[src/rtl/tlb_entry_age_ctrl_if.sv]
// Lookup-hit, refill and flush signals between the TLB datapath and the
// entry-age controller.
interface tlb_entry_age_ctrl_if;
   logic       hit_valid;
   logic [1:0] hit_id;
   logic       flush;
   logic       flush_all;
   logic       refill_req;
   logic       fill_done;
   logic       fill_G;
   logic       victim_valid;
   logic [1:0] victim_id;
   logic [3:0] entry_valid;
   logic [3:0] entry_G;
   logic       busy;

   modport master (
      output hit_valid, hit_id, flush, flush_all, refill_req, fill_done, fill_G,
      input  victim_valid, victim_id, entry_valid, entry_G, busy
   );

   modport slave (
      input  hit_valid, hit_id, flush, flush_all, refill_req, fill_done, fill_G,
      output victim_valid, victim_id, entry_valid, entry_G, busy
   );
endinterface

[src/rtl/tlb_entry_age_ctrl.sv]
// Per-entry valid/global/access-count state for a 4-entry TLB, periodic aging,
// flush handling and tree-based victim selection held in a refill handshake.
module tlb_entry_age_ctrl #(
   parameter int unsigned CNT_W      = 12,
   parameter int unsigned AGE_PERIOD = 1024
) (
   input logic                  i_clk,
   input logic                  i_rst,
   tlb_entry_age_ctrl_if.slave  if_bus
);
   localparam int unsigned        TMR_W    = $clog2(AGE_PERIOD);
   localparam logic [TMR_W-1:0]   TMR_LAST = TMR_W'(AGE_PERIOD - 1);

   typedef enum logic [1:0] {StIdle, StSelect, StWaitFill} state_e;

   state_e             r_state;
   logic               r_victim_valid;
   logic [1:0]         r_victim_id;
   logic               r_busy;
   logic [3:0]         r_valid;
   logic [3:0]         r_g;
   logic [CNT_W-1:0]   r_cnt [4];
   logic [TMR_W-1:0]   r_timer;

   logic               w_tick;
   logic               w_flush_any;
   logic               w_fill;
   logic [3:0]         w_valid_d;
   logic [3:0]         w_g_d;
   logic [CNT_W-1:0]   w_base [4];
   logic [CNT_W-1:0]   w_cnt_d [4];
   logic [1:0]         w_win_lo;
   logic [1:0]         w_win_hi;
   logic [1:0]         w_win;

   // Returns 1 when the higher-index entry b wins the pairwise compare.
   function automatic logic pick_hi(input logic va, input logic ga, input logic [CNT_W-1:0] ca,
                                    input logic vb, input logic gb, input logic [CNT_W-1:0] cb);
      logic hi;
      if (!va || !vb) begin
         hi = va;
      end else if (ga != gb) begin
         hi = ~gb;
      end else begin
         hi = (cb <= ca);
      end
      return hi;
   endfunction

   always_comb begin
      w_win_lo = pick_hi(r_valid[0], r_g[0], r_cnt[0], r_valid[1], r_g[1], r_cnt[1]) ?
                 2'd1 : 2'd0;
      w_win_hi = pick_hi(r_valid[2], r_g[2], r_cnt[2], r_valid[3], r_g[3], r_cnt[3]) ?
                 2'd3 : 2'd2;
      w_win    = pick_hi(r_valid[w_win_lo], r_g[w_win_lo], r_cnt[w_win_lo],
                         r_valid[w_win_hi], r_g[w_win_hi], r_cnt[w_win_hi]) ?
                 w_win_hi : w_win_lo;
   end

   assign w_tick      = (r_timer == TMR_LAST);
   assign w_flush_any = if_bus.flush | if_bus.flush_all;
   assign w_fill      = (r_state == StWaitFill) && if_bus.fill_done && !w_flush_any;

   // Priority: flush_all > flush > fill > hit > aging.
   always_comb begin
      w_valid_d = r_valid;
      w_g_d     = r_g;
      for (int i = 0; i < 4; i++) begin
         w_base[i]  = w_tick ? (r_cnt[i] >> 1) : r_cnt[i];
         w_cnt_d[i] = w_base[i];
         if (if_bus.flush_all) begin
            w_valid_d[i] = 1'b0;
            w_g_d[i]     = 1'b0;
            w_cnt_d[i]   = '0;
         end else if (if_bus.flush && !r_g[i]) begin
            w_valid_d[i] = 1'b0;
            w_cnt_d[i]   = '0;
         end else if (w_fill && (r_victim_id == 2'(i))) begin
            w_valid_d[i] = 1'b1;
            w_g_d[i]     = if_bus.fill_G;
            w_cnt_d[i]   = '0;
         end else if (if_bus.hit_valid && (if_bus.hit_id == 2'(i)) && r_valid[i] &&
                      !(&w_base[i])) begin
            w_cnt_d[i] = w_base[i] + 1'b1;
         end
      end
   end

   always_ff @(posedge i_clk) begin
      if (i_rst) begin
         r_valid <= '0;
         r_g     <= '0;
         r_timer <= '0;
         for (int i = 0; i < 4; i++) r_cnt[i] <= '0;
      end else begin
         r_valid <= w_valid_d;
         r_g     <= w_g_d;
         r_timer <= w_tick ? '0 : r_timer + 1'b1;
         for (int i = 0; i < 4; i++) r_cnt[i] <= w_cnt_d[i];
      end
   end

   always_ff @(posedge i_clk) begin
      if (i_rst) begin
         r_state        <= StIdle;
         r_victim_valid <= 1'b0;
         r_victim_id    <= 2'd0;
         r_busy         <= 1'b0;
      end else begin
         case (r_state)
            StIdle: begin
               if (if_bus.refill_req) begin
                  r_state <= StSelect;
                  r_busy  <= 1'b1;
               end
            end
            StSelect: begin
               if (w_flush_any) begin
                  r_state <= StIdle;
                  r_busy  <= 1'b0;
               end else begin
                  r_state        <= StWaitFill;
                  r_victim_id    <= w_win;
                  r_victim_valid <= 1'b1;
               end
            end
            StWaitFill: begin
               if (w_flush_any || if_bus.fill_done) begin
                  r_state        <= StIdle;
                  r_victim_valid <= 1'b0;
                  r_busy         <= 1'b0;
               end
            end
            default: begin
               r_state        <= StIdle;
               r_victim_valid <= 1'b0;
               r_busy         <= 1'b0;
            end
         endcase
      end
   end

   assign if_bus.victim_valid = r_victim_valid;
   assign if_bus.victim_id    = r_victim_id;
   assign if_bus.entry_valid  = r_valid;
   assign if_bus.entry_G      = r_g;
   assign if_bus.busy         = r_busy;
endmodule
[src/flat_wrapper.sv]
// flat-port wrapper written by rule: the top's interface ports become plain ports
module tlb_entry_age_ctrl_flat 
#(
   parameter int unsigned CNT_W      = 12,
   parameter int unsigned AGE_PERIOD = 1024
)
  (i_clk, i_rst, if_bus_hit_valid, if_bus_hit_id, if_bus_flush, if_bus_flush_all, if_bus_refill_req, if_bus_fill_done, if_bus_fill_G, if_bus_victim_valid, if_bus_victim_id, if_bus_entry_valid, if_bus_entry_G, if_bus_busy);
  tlb_entry_age_ctrl_if if_bus_i ();
  input logic i_clk;
  input logic i_rst;
  input wire logic [$bits(if_bus_i.hit_valid)-1:0] if_bus_hit_valid;
  input wire logic [$bits(if_bus_i.hit_id)-1:0] if_bus_hit_id;
  input wire logic [$bits(if_bus_i.flush)-1:0] if_bus_flush;
  input wire logic [$bits(if_bus_i.flush_all)-1:0] if_bus_flush_all;
  input wire logic [$bits(if_bus_i.refill_req)-1:0] if_bus_refill_req;
  input wire logic [$bits(if_bus_i.fill_done)-1:0] if_bus_fill_done;
  input wire logic [$bits(if_bus_i.fill_G)-1:0] if_bus_fill_G;
  output wire logic [$bits(if_bus_i.victim_valid)-1:0] if_bus_victim_valid;
  output wire logic [$bits(if_bus_i.victim_id)-1:0] if_bus_victim_id;
  output wire logic [$bits(if_bus_i.entry_valid)-1:0] if_bus_entry_valid;
  output wire logic [$bits(if_bus_i.entry_G)-1:0] if_bus_entry_G;
  output wire logic [$bits(if_bus_i.busy)-1:0] if_bus_busy;
  assign if_bus_i.hit_valid = if_bus_hit_valid;
  assign if_bus_i.hit_id = if_bus_hit_id;
  assign if_bus_i.flush = if_bus_flush;
  assign if_bus_i.flush_all = if_bus_flush_all;
  assign if_bus_i.refill_req = if_bus_refill_req;
  assign if_bus_i.fill_done = if_bus_fill_done;
  assign if_bus_i.fill_G = if_bus_fill_G;
  assign if_bus_victim_valid = if_bus_i.victim_valid;
  assign if_bus_victim_id = if_bus_i.victim_id;
  assign if_bus_entry_valid = if_bus_i.entry_valid;
  assign if_bus_entry_G = if_bus_i.entry_G;
  assign if_bus_busy = if_bus_i.busy;
  tlb_entry_age_ctrl #(.CNT_W(CNT_W), .AGE_PERIOD(AGE_PERIOD)) u_core (.i_clk(i_clk), .i_rst(i_rst), .if_bus(if_bus_i));
endmodule
[config.mk]
export PLATFORM = sky130hd
export DESIGN_NAME = tlb_entry_age_ctrl_flat
export DESIGN_NICKNAME = d
export VERILOG_FILES = /design/src/rtl/tlb_entry_age_ctrl_if.sv /design/src/rtl/tlb_entry_age_ctrl.sv /design/src/flat_wrapper.sv
export SDC_FILE = /design/constraint.sdc
export NUM_CORES = 1
export LEC_CHECK = 0
export CORE_MARGIN = 8
export CORE_UTILIZATION = 45
export CTS_BUF_LIST = sky130_fd_sc_hd__clkbuf_8
export CTS_CLUSTER_SIZE = 8
export DETAILED_ROUTE_END_ITERATION = 10
export MAX_ROUTING_LAYER = met4
export PLACE_DENSITY_LB_ADDON = 0.3
export SKIP_CTS_REPAIR_TIMING = 1
export SLEW_MARGIN = 5
export SYNTH_ARGS = -nofsm -noshare
export SYNTH_HDL_FRONTEND = slang
export SYNTH_SLANG_ARGS = --single-unit
[constraint.sdc]
create_clock -name i_clk -period 4 [get_ports i_clk]
set_clock_uncertainty 0.2 [all_clocks]
set_input_delay 0.6 -clock i_clk [delete_from_list [all_inputs] [get_ports i_clk]]
set_output_delay 0.6 -clock i_clk [all_outputs]
set_load 0.01 [all_outputs]
==> impl_metrics.csv <==
group,metric,value,unit
die,ios,22,
critical_path,cp_top_family,"compound AO/OA/AOI/OAI gates",
sta,post-route-period-util,102,%
pwr,vdd_drop_max,162,uV
critical_path,critical_path.endpoint_type,"register",
hold_path,hp-class,"reg -> reg",
cts,clockBufferDepth,2,
route,post-route-drc-count,0,
sta,slew_violations,0,
place,placed_cells,966,
global_routing,grt_pass1_vias,5830,
logic_synthesis,syn_nets,790,
global_routing,antenna_found_initial,0,
critical_path,cp-start-kind,"register",
die,die_w,129,um
critical_path,critical_path.cell_chain,"inv_1, ha_1, nand4_1, nor3_1, buf_4, a211oi_2, nand2_1, a21oi_2, buf_6, buf_4, mux2_2, ha_1, nand4_1, or3_1, o31a_1, a211o_1, a41oi_2, a31o_2",
flow_run,max_cap_viol_count,0,
outcome,failed_checks,"negative setup slack",
critical_path,timing_worst_setup_path_type,"reg -> reg",
logic_synthesis,synth_top_area_share,25.3,%
route,ant_nets,0,
critical_path,cp_slowest_cell,"or3_1",
logic_synthesis,synth_warnings,0,
cts,clk_pin_slew,0.08,ns
logic_synthesis,avgSynthCellArea,7.71,um2
sta,rsz0062_at_grt,"true",
die,die-area,16500,um2
route,dr.pass1.iters,7,
critical_path,cp_num_buf_inv,4,
die,die_h,129,um
global_routing,grt_pass1_wl,29300,um
final_layout,final_layout_size_suffix_gt1_share,20.7,%
pwr,p_leak,2.65,nW
logic_synthesis,synth_area,5700,um2
route,drt_iter0_drc,569,
cts,clock-root-buffer,"clkbuf_8",
logic_synthesis,ys_dominant_reg_cell,"dfxtp_1",
global_routing,gr-total-overflow,0,
sta,finalHoldViolCount,0,
global_routing,grt.total_usage,22.7,%
logic_synthesis,ys_types,78,
final_layout,final_common_cell,"nand2_1",
cts,worstSkewPairLatency,0.37,ns
sta,finalSetupViolations,1,
logic_synthesis,synth_edf_count,0,
logic_synthesis,post-synth-top-area-cell,"dfxtp_1",
route,post_drt_wl_per_cell,18.5,um
die,start_util,45.5,%
critical_path,worstPathArrival,4.18,ns
logic_synthesis,synthCells,739,
final_layout,multi_input_area,4060,um2
logic_synthesis,synth-seq-cells,72,
cts,cts_buffers,9,
place,hpwl,13700,um
sta,max_freq,0.246,GHz
route,via_count,6104,
final_layout,antenna_cells,0,
final_layout,seq_area,1450,um2
critical_path,path_max_fanout,7,
die,design.core.area,12500,um2
outcome,status,"complete, but fails checks",
sta,relSlewSlack,48.2,%
place,port_buffers,21,
sta,worst_pin_slew,0.769,ns
cts,cts_tree,"yes",
cts,cts_sinks,72,
global_routing,grt_max_degree,30,
final_layout,mostFrequentLayoutCells,"88 x nand2_1, 82 x buf_4, 64 x nor2_1, 63 x dfxtp_1, 54 x a21oi_1",
route,finalWirelength,18300,um
sta,setup_ws,-0.0713,ns
die,row_count,41,
sta,period_needed,4.07,ns
logic_synthesis,yosysSeqAreaShare,25.3,%
critical_path,worstPathRequired,4.11,ns
cts,h-tree-depth,3,
pwr,pwr_density_cell,205,nW/um2
place,place.gp.congestion,0.903,
critical_path,slowest_delay,0.41,ns
route,vias_per_cell,6.15,
logic_synthesis,ys_async_sr_fraction,0,%
place,dp_worst_setup_slack,-0.0692,ns
final_layout,fin_cells,992,
final_layout,nets,867,
logic_synthesis,synth_area_leaders,"dfxtp_1 25%, ha_1 9.0%, nand2_1 5.8%, a21oi_1 5.2%, nor2_1 4.3%",
final_layout,area_growth,22.8,%
final_layout,fill_cells,1174,
per-layer routing:
metal / GRT usage [%] / up-vias / wire length (um)
li1: - / 2871 / -
met1: 27.7 / 2891 / 7830
met2: 35.9 / 292 / 8520
met3: 4.14 / 50 / 1470
met4: 10.2 / 0 / 517
met5: - / - / 0
state kept, by name (all words and copies together), names as in the netlist:
name	flops
u_core.if_bus.busy	1
u_core.if_bus.entry_G	4
u_core.if_bus.entry_valid	4
u_core.if_bus.victim_id	2
u_core.if_bus.victim_valid	1
u_core.r_cnt	48
u_core.r_state	2
u_core.r_timer	10
cells by family (layout without fill, tap and decap cells):
kind of cell / after synthesis / after routing / synth area share [%]
buf+inv: 79 / 160 / 5.73
compound gates: 185 / 185 / 22.6
flops: 72 / 72 / 25.3
mux: 33 / 33 / 6.12
simple gates: 297 / 297 / 26.4
fa+ha+maj: 41 / 41 / 9.00
xor+xnor: 32 / 32 / 4.92
final timing paths:
kind,end,startpoint,cells after the start,slack [ns]
setup / recovery,u_core.if_bus.victim_id[1]$_SDFFE_PP0P_,u_core.r_cnt[2][9]$_SDFF_PP0_,18,-0.07
hold / removal,u_core.if_bus.victim_valid$_SDFFE_PP0P_,u_core.if_bus.victim_valid$_SDFFE_PP0P_,2,0.27
setup reg to reg,u_core.if_bus.victim_id[1]$_SDFFE_PP0P_,u_core.r_cnt[2][9]$_SDFF_PP0_,18,-0.07
hold reg to reg,u_core.if_bus.victim_valid$_SDFFE_PP0P_,u_core.if_bus.victim_valid$_SDFFE_PP0P_,2,0.27
synthesized netlist by cell type (7+ instances only):
cell	instances
a211oi_1	11
a21o_1	11
a21oi_1	59
and3_1	11
clkbuf_1	31
dfxtp_1	72
ha_1	41
inv_1	38
mux2_2	12
mux2i_1	20
nand2_1	88
nand3_1	29
nand4_1	25
nor2_1	65
nor3_1	23
nor4_1	7
o21a_1	8
o21ai_0	23
xnor2_1	16
xor2_1	16
layout make-up:
type | count | share of cell area, %
multi-input combinational | 588 | 58.0
sequential | 72 | 20.7
inverter | 38 | 2.07
clock buffer | 10 | 1.97
timing repair buffer | 107 | 13.0
clock inverter | 5 | 1.16
tap | 172 | 3.07
worst register-to-register path, stage by stage (launching register included):
cell and delay (ns):
dfxtp_1 0.36, inv_1 0.08, ha_1 0.30, nand4_1 0.10, nor3_1 0.05, buf_4 0.15
a211oi_2 0.18, nand2_1 0.11, a21oi_2 0.16, buf_6 0.15, buf_4 0.16, mux2_2 0.34
ha_1 0.29, nand4_1 0.14, or3_1 0.41, o31a_1 0.16, a211o_1 0.35, a41oi_2 0.20
a31o_2 0.12
report_power, final:
group	leakage [nW]	switching, W	internal, W
logic	1.95	0.0000243	0.0000192
registers	0.586	0.00000441	0.000721
clock network	0.108	0.000300	0.000365
stage by stage:
| step | total power [W] | utilization [%] | setup TNS, ns | instance area [um2] | hold WS, ns |
|---|---|---|---|---|---|
| after floorplan | 0.000762 | - | 0 | 5710 | 0.257 |
| after global placement | 0.000784 | 52.1 | 0 | 6520 | 0.255 |
| after detailed placement | 0.000785 | 52.1 | -0.0692 | 6520 | 0.252 |
| after CTS | 0.00144 | 53.8 | -0.0917 | 6740 | 0.266 |
| after global routing | 0.00148 | 55.9 | -0.461 | 7000 | 0.313 |
| final | 0.00143 | 55.9 | -0.0713 | 7000 | 0.265 |
Power figures use the tool's default switching activity.
